## config.mk

```make
export PLATFORM = sky130hd
export DESIGN_NAME = power_alu
export DESIGN_NICKNAME = d
export VERILOG_FILES = /design/src/rtl/power_alu_pkg.sv /design/src/rtl/power_alu_muldiv_seq.sv /design/src/rtl/power_alu.sv
export SDC_FILE = /design/constraint.sdc
export NUM_CORES = 1
export LEC_CHECK = 0
export CAP_MARGIN = 20
export CORE_MARGIN = 5
export CORE_UTILIZATION = 41
export CTS_CLUSTER_DIAMETER = 30
export DETAILED_ROUTE_END_ITERATION = 6
export PLACE_DENSITY_LB_ADDON = 0.15
export SYNTH_ARGS = -nofsm -noshare
export SYNTH_HDL_FRONTEND = slang
export SYNTH_SLANG_ARGS = --single-unit
```

## constraint.sdc

```tcl
create_clock -name clk -period 9.3 [get_ports clk]
set_clock_uncertainty 0.15 [all_clocks]
set_input_delay 2.79 -clock clk [delete_from_list [all_inputs] [get_ports clk]]
set_output_delay 2.79 -clock clk [all_outputs]
set_load 0.01 [all_outputs]
```

## src/rtl/power_alu_pkg.sv

```systemverilog
// Shared definitions for the power_alu execution stage: operand width,
// opcode values and the controller state encoding.
package power_alu_pkg;

   localparam int WIDTH = 8;

   typedef enum logic [3:0] {
      OP_ADD  = 4'd0,
      OP_SUB  = 4'd1,
      OP_AND  = 4'd2,
      OP_OR   = 4'd3,
      OP_XOR  = 4'd4,
      OP_NAND = 4'd5,
      OP_NOR  = 4'd6,
      OP_XNOR = 4'd7,
      OP_NOT  = 4'd8,
      OP_SHL  = 4'd9,
      OP_SHR  = 4'd10,
      OP_ROL  = 4'd11,
      OP_ROR  = 4'd12,
      OP_MUL  = 4'd13,
      OP_DIV  = 4'd14,
      OP_MOD  = 4'd15
   } op_e;

   typedef enum logic [1:0] {
      IDLE = 2'd0,
      EXEC = 2'd1,
      DONE = 2'd2
   } state_e;

   // True for the opcodes that run through the iterative multiplier/divider.
   function automatic logic is_iterative(input logic [3:0] op);
      return (op == OP_MUL) || (op == OP_DIV) || (op == OP_MOD);
   endfunction

endpackage

```

## src/rtl/power_alu_muldiv_seq.sv

```systemverilog
// Iterative 8-step unsigned engine: shift-add multiply or restoring divide.
// Operands are captured on i_start; one step runs per cycle while busy, and
// the outputs are final once busy drops after the eighth step.
module alu_muldiv_seq
   import power_alu_pkg::*;
(
   input  logic               i_clk,
   input  logic               i_rst_n,
   input  logic               i_start,
   input  logic               i_is_div,
   input  logic [WIDTH-1:0]   i_a,
   input  logic [WIDTH-1:0]   i_b,
   output logic               o_busy,
   output logic [2*WIDTH-1:0] o_product,
   output logic [WIDTH-1:0]   o_quot,
   output logic [WIDTH-1:0]   o_rem
);

   logic               r_busy;
   logic               r_is_div;
   logic [2:0]         r_cnt;
   logic [WIDTH-1:0]   r_oper;      // multiplicand (MUL) or divisor (DIV/MOD)
   logic [2*WIDTH-1:0] r_prod;      // upper half accumulates, lower half shifts out multiplier
   logic [WIDTH-1:0]   r_quot;      // dividend shifts out the top, quotient bits enter the bottom
   logic [WIDTH-1:0]   r_rem;

   logic [WIDTH:0]     w_add;
   logic [WIDTH:0]     w_shift;
   logic [WIDTH:0]     w_trial;
   logic               w_fits;

   // Multiply step: add multiplicand into the upper half when the current multiplier bit is set.
   assign w_add   = {1'b0, r_prod[2*WIDTH-1:WIDTH]} + (r_prod[0] ? {1'b0, r_oper} : '0);
   // Divide step: bring down the next dividend bit and try to subtract the divisor.
   assign w_shift = {r_rem, r_quot[WIDTH-1]};
   assign w_trial = w_shift - {1'b0, r_oper};
   assign w_fits  = (w_shift >= {1'b0, r_oper});

   // Capture operands on start, then run one multiply or divide step per cycle for 8 cycles.
   always_ff @(posedge i_clk or negedge i_rst_n) begin
      if (!i_rst_n) begin
         r_busy   <= 1'b0;
         r_is_div <= 1'b0;
         r_cnt    <= '0;
         r_oper   <= '0;
         r_prod   <= '0;
         r_quot   <= '0;
         r_rem    <= '0;
      end else if (i_start) begin
         r_busy   <= 1'b1;
         r_is_div <= i_is_div;
         r_cnt    <= '0;
         if (i_is_div) begin
            r_oper <= i_b;
            r_quot <= i_a;
            r_rem  <= '0;
         end else begin
            r_oper <= i_a;
            r_prod <= {{WIDTH{1'b0}}, i_b};
         end
      end else if (r_busy) begin
         if (r_is_div) begin
            r_quot <= {r_quot[WIDTH-2:0], w_fits};
            r_rem  <= w_fits ? w_trial[WIDTH-1:0] : w_shift[WIDTH-1:0];
         end else begin
            r_prod <= {w_add, r_prod[WIDTH-1:1]};
         end
         r_cnt <= r_cnt + 3'd1;
         if (r_cnt == 3'd7) begin
            r_busy <= 1'b0;
         end
      end
   end

   assign o_busy    = r_busy;
   assign o_product = r_prod;
   assign o_quot    = r_quot;
   assign o_rem     = r_rem;

endmodule

```

## src/rtl/power_alu.sv

```systemverilog
// 8-bit execution-stage ALU with accumulator. Single-cycle ops complete
// one cycle after the start edge; MUL/DIV/MOD run 8 iterative steps first.
// Handshake: alu_en is sampled only in IDLE; the controller keeps inputs
// stable until alu_done, which pulses for exactly one cycle per operation.
module power_alu
   import power_alu_pkg::*;
(
   input  logic               clk,
   input  logic               rst,
   input  logic [WIDTH-1:0]   a,
   input  logic [WIDTH-1:0]   b,
   input  logic [3:0]         op,
   input  logic               acc,
   input  logic               alu_en,
   output logic               alu_done,
   output logic [2*WIDTH-1:0] result,
   output logic [WIDTH-1:0]   acc_out,
   output logic               flag_z,
   output logic               flag_c,
   output logic               flag_v,
   output logic               flag_n,
   output logic               flag_dz,
   output state_e             o_state_dbg
);

   state_e             r_state;
   logic [2:0]         r_count;
   logic [WIDTH-1:0]   r_a;
   logic [WIDTH-1:0]   r_b;
   op_e                r_op;
   logic [WIDTH-1:0]   r_acc;
   logic [2*WIDTH-1:0] r_result;
   logic               r_done;
   logic               r_z;
   logic               r_c;
   logic               r_v;
   logic               r_n;
   logic               r_dz;

   logic [WIDTH-1:0]   w_opa;
   logic               w_div_zero;
   logic               w_start_seq;
   logic               w_busy;
   logic [2*WIDTH-1:0] w_product;
   logic [WIDTH-1:0]   w_quot;
   logic [WIDTH-1:0]   w_rem;
   logic [WIDTH:0]     w_sum;
   logic [WIDTH:0]     w_diff;
   logic [2*WIDTH-1:0] w_shl;
   logic [2*WIDTH-1:0] w_shr;
   logic               w_sh_nz;
   logic [2*WIDTH-1:0] w_res;
   logic               w_c;
   logic               w_v;
   logic               w_dz;

   assign w_opa       = acc ? r_acc : a;
   assign w_div_zero  = ((op == OP_DIV) || (op == OP_MOD)) && (b == '0);
   assign w_start_seq = (r_state == IDLE) && alu_en && is_iterative(op) && !w_div_zero;

   alu_muldiv_seq u_seq (
      .i_clk     (clk),
      .i_rst_n   (rst),
      .i_start   (w_start_seq),
      .i_is_div  (op != OP_MUL),
      .i_a       (w_opa),
      .i_b       (b),
      .o_busy    (w_busy),
      .o_product (w_product),
      .o_quot    (w_quot),
      .o_rem     (w_rem)
   );

   // Both shifts are done in a double-width window so the bits pushed out land next to the result.
   assign w_sum   = {1'b0, r_a} + {1'b0, r_b};
   assign w_diff  = {1'b0, r_a} - {1'b0, r_b};
   assign w_shl   = {{WIDTH{1'b0}}, r_a} << r_b[2:0];
   assign w_shr   = {r_a, {WIDTH{1'b0}}} >> r_b[2:0];
   assign w_sh_nz = (r_b[2:0] != 3'd0);

   // Result and carry/overflow/divide-by-zero for the latched operation.
   always_comb begin
      w_res = '0;
      w_c   = 1'b0;
      w_v   = 1'b0;
      w_dz  = 1'b0;
      case (r_op)
         OP_ADD: begin
            w_res = {{WIDTH{1'b0}}, w_sum[WIDTH-1:0]};
            w_c   = w_sum[WIDTH];
            w_v   = (r_a[WIDTH-1] == r_b[WIDTH-1]) && (w_sum[WIDTH-1] != r_a[WIDTH-1]);
         end
         OP_SUB: begin
            w_res = {{WIDTH{1'b0}}, w_diff[WIDTH-1:0]};
            w_c   = w_diff[WIDTH];
            w_v   = (r_a[WIDTH-1] != r_b[WIDTH-1]) && (w_diff[WIDTH-1] != r_a[WIDTH-1]);
         end
         OP_AND:  w_res = {{WIDTH{1'b0}}, r_a & r_b};
         OP_OR:   w_res = {{WIDTH{1'b0}}, r_a | r_b};
         OP_XOR:  w_res = {{WIDTH{1'b0}}, r_a ^ r_b};
         OP_NAND: w_res = {{WIDTH{1'b0}}, ~(r_a & r_b)};
         OP_NOR:  w_res = {{WIDTH{1'b0}}, ~(r_a | r_b)};
         OP_XNOR: w_res = {{WIDTH{1'b0}}, ~(r_a ^ r_b)};
         OP_NOT:  w_res = {{WIDTH{1'b0}}, ~r_a};
         OP_SHL: begin
            w_res = {{WIDTH{1'b0}}, w_shl[WIDTH-1:0]};
            w_c   = w_sh_nz & w_shl[WIDTH];
         end
         OP_SHR: begin
            w_res = {{WIDTH{1'b0}}, w_shr[2*WIDTH-1:WIDTH]};
            w_c   = w_sh_nz & w_shr[WIDTH-1];
         end
         OP_ROL: begin
            w_res = {{WIDTH{1'b0}}, w_shl[WIDTH-1:0] | w_shl[2*WIDTH-1:WIDTH]};
            w_c   = w_sh_nz & w_shl[WIDTH];
         end
         OP_ROR: begin
            w_res = {{WIDTH{1'b0}}, w_shr[2*WIDTH-1:WIDTH] | w_shr[WIDTH-1:0]};
            w_c   = w_sh_nz & w_shr[WIDTH-1];
         end
         OP_MUL: begin
            w_res = w_product;
            w_c   = (w_product[2*WIDTH-1:WIDTH] != '0);
         end
         OP_DIV: begin
            w_dz  = (r_b == '0);
            w_res = w_dz ? {{WIDTH{1'b0}}, {WIDTH{1'b1}}} : {{WIDTH{1'b0}}, w_quot};
         end
         OP_MOD: begin
            w_dz  = (r_b == '0);
            w_res = w_dz ? {{WIDTH{1'b0}}, r_a} : {{WIDTH{1'b0}}, w_rem};
         end
         default: w_res = '0;
      endcase
   end

   // Controller FSM: latch on start, sequence the iterative engine, register results on DONE.
   always_ff @(posedge clk or negedge rst) begin
      if (!rst) begin
         r_state  <= IDLE;
         r_count  <= '0;
         r_a      <= '0;
         r_b      <= '0;
         r_op     <= OP_ADD;
         r_acc    <= '0;
         r_result <= '0;
         r_done   <= 1'b0;
         r_z      <= 1'b0;
         r_c      <= 1'b0;
         r_v      <= 1'b0;
         r_n      <= 1'b0;
         r_dz     <= 1'b0;
      end else begin
         r_done <= 1'b0;
         case (r_state)
            IDLE: begin
               if (alu_en) begin
                  r_a     <= w_opa;
                  r_b     <= b;
                  r_op    <= op_e'(op);
                  r_count <= '0;
                  r_state <= (is_iterative(op) && !w_div_zero) ? EXEC : DONE;
               end
            end
            EXEC: begin
               if (w_busy) begin
                  r_count <= r_count + 3'd1;
               end
               if (r_count == 3'd7) begin
                  r_state <= DONE;
               end
            end
            DONE: begin
               r_result <= w_res;
               r_acc    <= w_res[WIDTH-1:0];
               r_z      <= (w_res == '0);
               r_n      <= w_res[WIDTH-1];
               r_c      <= w_c;
               r_v      <= w_v;
               r_dz     <= w_dz;
               r_done   <= 1'b1;
               r_state  <= IDLE;
            end
            default: r_state <= IDLE;
         endcase
      end
   end

   assign alu_done    = r_done;
   assign result      = r_result;
   assign acc_out     = r_acc;
   assign flag_z      = r_z;
   assign flag_c      = r_c;
   assign flag_v      = r_v;
   assign flag_n      = r_n;
   assign flag_dz     = r_dz;
   assign o_state_dbg = r_state;

endmodule

```

==> qor.json <==
{
  "finish.utilization": 0.470,
  "via_count": 6691,
  "timing.critical_path.from_type": "input port",
  "timing.hold.worst.class": "reg -> reg",
  "number_of_endpoints_failing_setup_at_the_final_stage": 0,
  "yosys-mux-area-fraction": 0.0876,
  "grt_setup_unrepaired": "no",
  "fin_tns_setup_ps": 0,
  "synthMostInstantiatedCell": "sky130_fd_sc_hd__nand2_1",
  "postSynth.topFlopCell": "sky130_fd_sc_hd__dfrtp_1",
  "top_level_ports": 56,
  "finalWeightedCongestion": 0.964,
  "gr-usage-met2": 0.357,
  "synth-compound-area-share": 0.236,
  "yosys_register_bits": 91,
  "worstReg2RegEnd": "acc_out[6]",
  "yosys.area_share.simple": 0.183,
  "cts.sinks": 91,
  "cts-resized-gates": 0,
  "route.final.wire_length_mm": 24.3,
  "synth.largest_area_cell": "sky130_fd_sc_hd__dfrtp_1",
  "min_period_ps": 5680,
  "grt_pass1_vias": 6254,
  "synthesis.instances": 872,
  "tightestPinTransition_ps": 838,
  "via_per_inst": 6.00,
  "synthToLayoutAreaGrowth_pct": 12.2,
  "cts_hold_buffers": 0,
  "clock_slew_seen_by_the_registers_of_the_worst_setup_and_hold_paths_ps": 70,
  "worstPathArrival_ps": 5740,
  "die-area_um2": 20500,
  "place_ws_ps": 3310,
  "p_per_area_nw_per_um2": 374,
  "post_synthesis_mean_instance_area_um2": 8.34,
  "floorplan.die.width_um": 143,
  "worstHoldEndpoint": "flag_dz",
  "path_class": "in -> reg",
  "period_share": 0.611,
  "detail-route-antenna-nets": 0,
  "diodes": 0,
  "placedCellCount": 1099,
  "regToRegStartpoint": "r_b[2]",
  "fp-row-count": 48,
  "postSynth.asyncResetShare": 1.00,
  "grt_antenna_before_repair": 0,
  "crit_path_setup_slack_layout_ps": 3620,
  "global_route.usage.total": 0.239,
  "ir_worst_vdd_mv": 0.165,
  "multi_input_comb_area_um2": 4480,
  "yosys.cell_types.count": 75,
  "drv.max_cap_violation_count": 0,
  "synthXorXnorAreaFrac": 0.0205,
  "final_cell_count_no_fill": 1115,
  "number_of_flops_mapped_to_enable_cells_by_yosys": 0,
  "critPathCaptureType": "register",
  "synthTopCellsByArea": "sky130_fd_sc_hd__dfrtp_1, sky130_fd_sc_hd__ha_1, sky130_fd_sc_hd__o21ai_0",
  "clk-insertion-delay-late_ps": 360,
  "synthDominantCellAreaShare": 0.313,
  "combinational_family_with_the_most_area_after_synthesis": "compound AO/OA/AOI/OAI gates",
  "maximum_clock_frequency_mhz": 176,
  "grt_max_degree": 53,
  "leak_pwr_nw": 3.49,
  "h-tree-depth": 3,
  "grt.met1_usage": 0.342,
  "worst_setup_slack_for_register_to_register_paths_ps": 5460,
  "met3_usage": 0.0412,
  "ff2ff_path_depth": 9,
  "outcome": "completed",
  "detailedRoute.firstPassIterationCount": 5,
  "port_buffers": 55,
  "post_drt_wl_per_cell_um": 21.8,
  "synth.yosys.seq_area_share": 0.313,
  "grt_most_used_layer": "met2",
  "numCtsBuffers": 9,
  "fillers": 1728,
  "drt_drc_violations_left": 0,
  "dp.final_hpwl_mm": 18.1,
  "dr.first_iter.drc_count": 741,
  "ctsLongestPathBuffers": 2,
  "drive_gt1_frac": 0.0663,
  "worst-endpoint-required_ps": 9350,
  "seq_area_um2": 2280,
  "p_total_mw": 3.05,
  "finalHoldViolCount": 0,
  "floorplan.initialDensity": 0.419,
  "slew-limit-headroom": 0.440,
  "design.final.nets": 958,
  "worst_hold_startpoint": "flag_dz",
  "synth.top_cells.by_count": "sky130_fd_sc_hd__nand2_1, sky130_fd_sc_hd__dfrtp_1, sky130_fd_sc_hd__nor2_1, sky130_fd_sc_hd__o21ai_0, sky130_fd_sc_hd__inv_1",
  "global_route.overflow_total": 0,
  "root_buffer": "sky130_fd_sc_hd__clkbuf_16",
  "synth.cell_area_um2": 7270,
  "cts_tree": "built",
  "maxSlewViolCount": 0,
  "timing.hold.worst_path_depth": 2,
  "yosysWarnings": 0,
  "placeableCoreArea_um2": 17400,
  "area_share_of_fa_ha_maj_cells_after_synthesis": 0.0884,
  "fp.dieH_um": 143,
  "synth_net_count": 945,
  "post-cts-setup-buffers": 0,
  "grt_pass1_wl_mm": 37.4,
  "crit_path_max_fanout": 27
}
[critical path, stage by stage]
cell	delay, ps
sky130_fd_sc_hd__clkdlybuf4s50_1	530
sky130_fd_sc_hd__nor4_1	320
sky130_fd_sc_hd__nand2_1	80
sky130_fd_sc_hd__nand4_1	320
sky130_fd_sc_hd__nand2_1	120
sky130_fd_sc_hd__nand2_1	640
sky130_fd_sc_hd__nand2_1	150
sky130_fd_sc_hd__nand2_1	570
sky130_fd_sc_hd__o21ai_0	200
[state kept, by name (all words and copies together), names as in the netlist, 3 cells and up]
register	cells
u_seq.o_product	16
result	9
r_a	8
r_b	8
u_seq.o_quot	8
u_seq.o_rem	8
u_seq.r_oper	8
acc_out	7
r_op	4
r_count	3
u_seq.r_cnt	3
[metal layers]
metal	wire length (um)	share of wire	up-vias
met5	0	0	-
met2	10800	0.44	288
met1	10900	0.45	3196
li1	-	-	3159
met3	1660	0.068	48
met4	903	0.037	0
[power breakdown]
part,leakage (nW),switching (mW),internal [mW]
clock,0.139,0.165,0.192
sequential,1.13,0.218,0.546
combinational,2.23,1.14,0.789
total,3.49,1.52,1.53
[metrics by stage]
| stage | hold WS, ps | instance area [um^2] |
|---|---|---|
| final | 327 | 8160 |
| after global routing | 365 | 8160 |
| after global placement | 313 | 7880 |
| after CTS | 330 | 8160 |
| after detailed placement | 313 | 7880 |
| after floorplan | 316 | 7270 |
[final cells by class]
cell class	instances	area share
inverter	56	0.0257
clock buffer	12	0.0302
sequential	91	0.279
multi-input combinational	660	0.548
clock inverter	4	0.00414
timing repair buffer	67	0.0782
tap	225	0.0345
[worst max path at each step]
stage               start                 end  depth (start not counted)
floorplan            b[0]  u_seq.o_product[5]                         11
global placement     b[4]     u_seq.o_quot[2]                          9
detailed placement   b[4]     u_seq.o_quot[5]                          9
finish               b[4]     u_seq.o_quot[5]                          9
global route         b[4]     u_seq.o_quot[5]                          9
CTS                  b[4]     u_seq.o_quot[5]                          9
[placed cells by master (no fill, tap or decap), types with 5 or more instances in the layout]
master	synthesis	layout
sky130_fd_sc_hd__nor4_1	8	8
sky130_fd_sc_hd__o21ai_0	77	77
sky130_fd_sc_hd__a21o_1	8	8
sky130_fd_sc_hd__xnor2_1	12	12
sky130_fd_sc_hd__o2bb2ai_1	6	6
sky130_fd_sc_hd__nor3_1	11	11
sky130_fd_sc_hd__nor2_1	79	79
sky130_fd_sc_hd__nand2_1	102	102
sky130_fd_sc_hd__a21oi_1	50	50
sky130_fd_sc_hd__nor2b_1	7	7
sky130_fd_sc_hd__o22ai_1	19	19
sky130_fd_sc_hd__clkbuf_16	0	9
sky130_fd_sc_hd__inv_1	55	55
sky130_fd_sc_hd__mux2i_1	34	34
sky130_fd_sc_hd__nand2b_1	8	8
sky130_fd_sc_hd__clkdlybuf4s50_1	0	54
sky130_fd_sc_hd__mux4_2	6	6
sky130_fd_sc_hd__ha_1	45	45
sky130_fd_sc_hd__nand3_1	16	16
sky130_fd_sc_hd__dfrtp_1	91	91
sky130_fd_sc_hd__nand4_1	8	8
sky130_fd_sc_hd__or4_1	5	5
sky130_fd_sc_hd__buf_4	9	13
sky130_fd_sc_hd__or3_1	5	5
sky130_fd_sc_hd__o21bai_1	7	7
sky130_fd_sc_hd__and2_1	12	12
sky130_fd_sc_hd__a22o_1	13	13
sky130_fd_sc_hd__a22oi_1	7	7
sky130_fd_sc_hd__a211oi_1	8	8
sky130_fd_sc_hd__mux2_2	10	10
sky130_fd_sc_hd__xor2_1	5	5
sky130_fd_sc_hd__a31oi_1	10	10
[kinds of logic (layout without fill, tap and decap cells)]
kind of cell | count (synthesis) | after routing
xor+xnor | 17 | 17
fa+ha+maj | 49 | 49
mux | 52 | 52
flops | 91 | 91
compound gates | 262 | 262
buf+inv | 121 | 139
simple gates | 280 | 280
(Power assumes the default switching activity.)
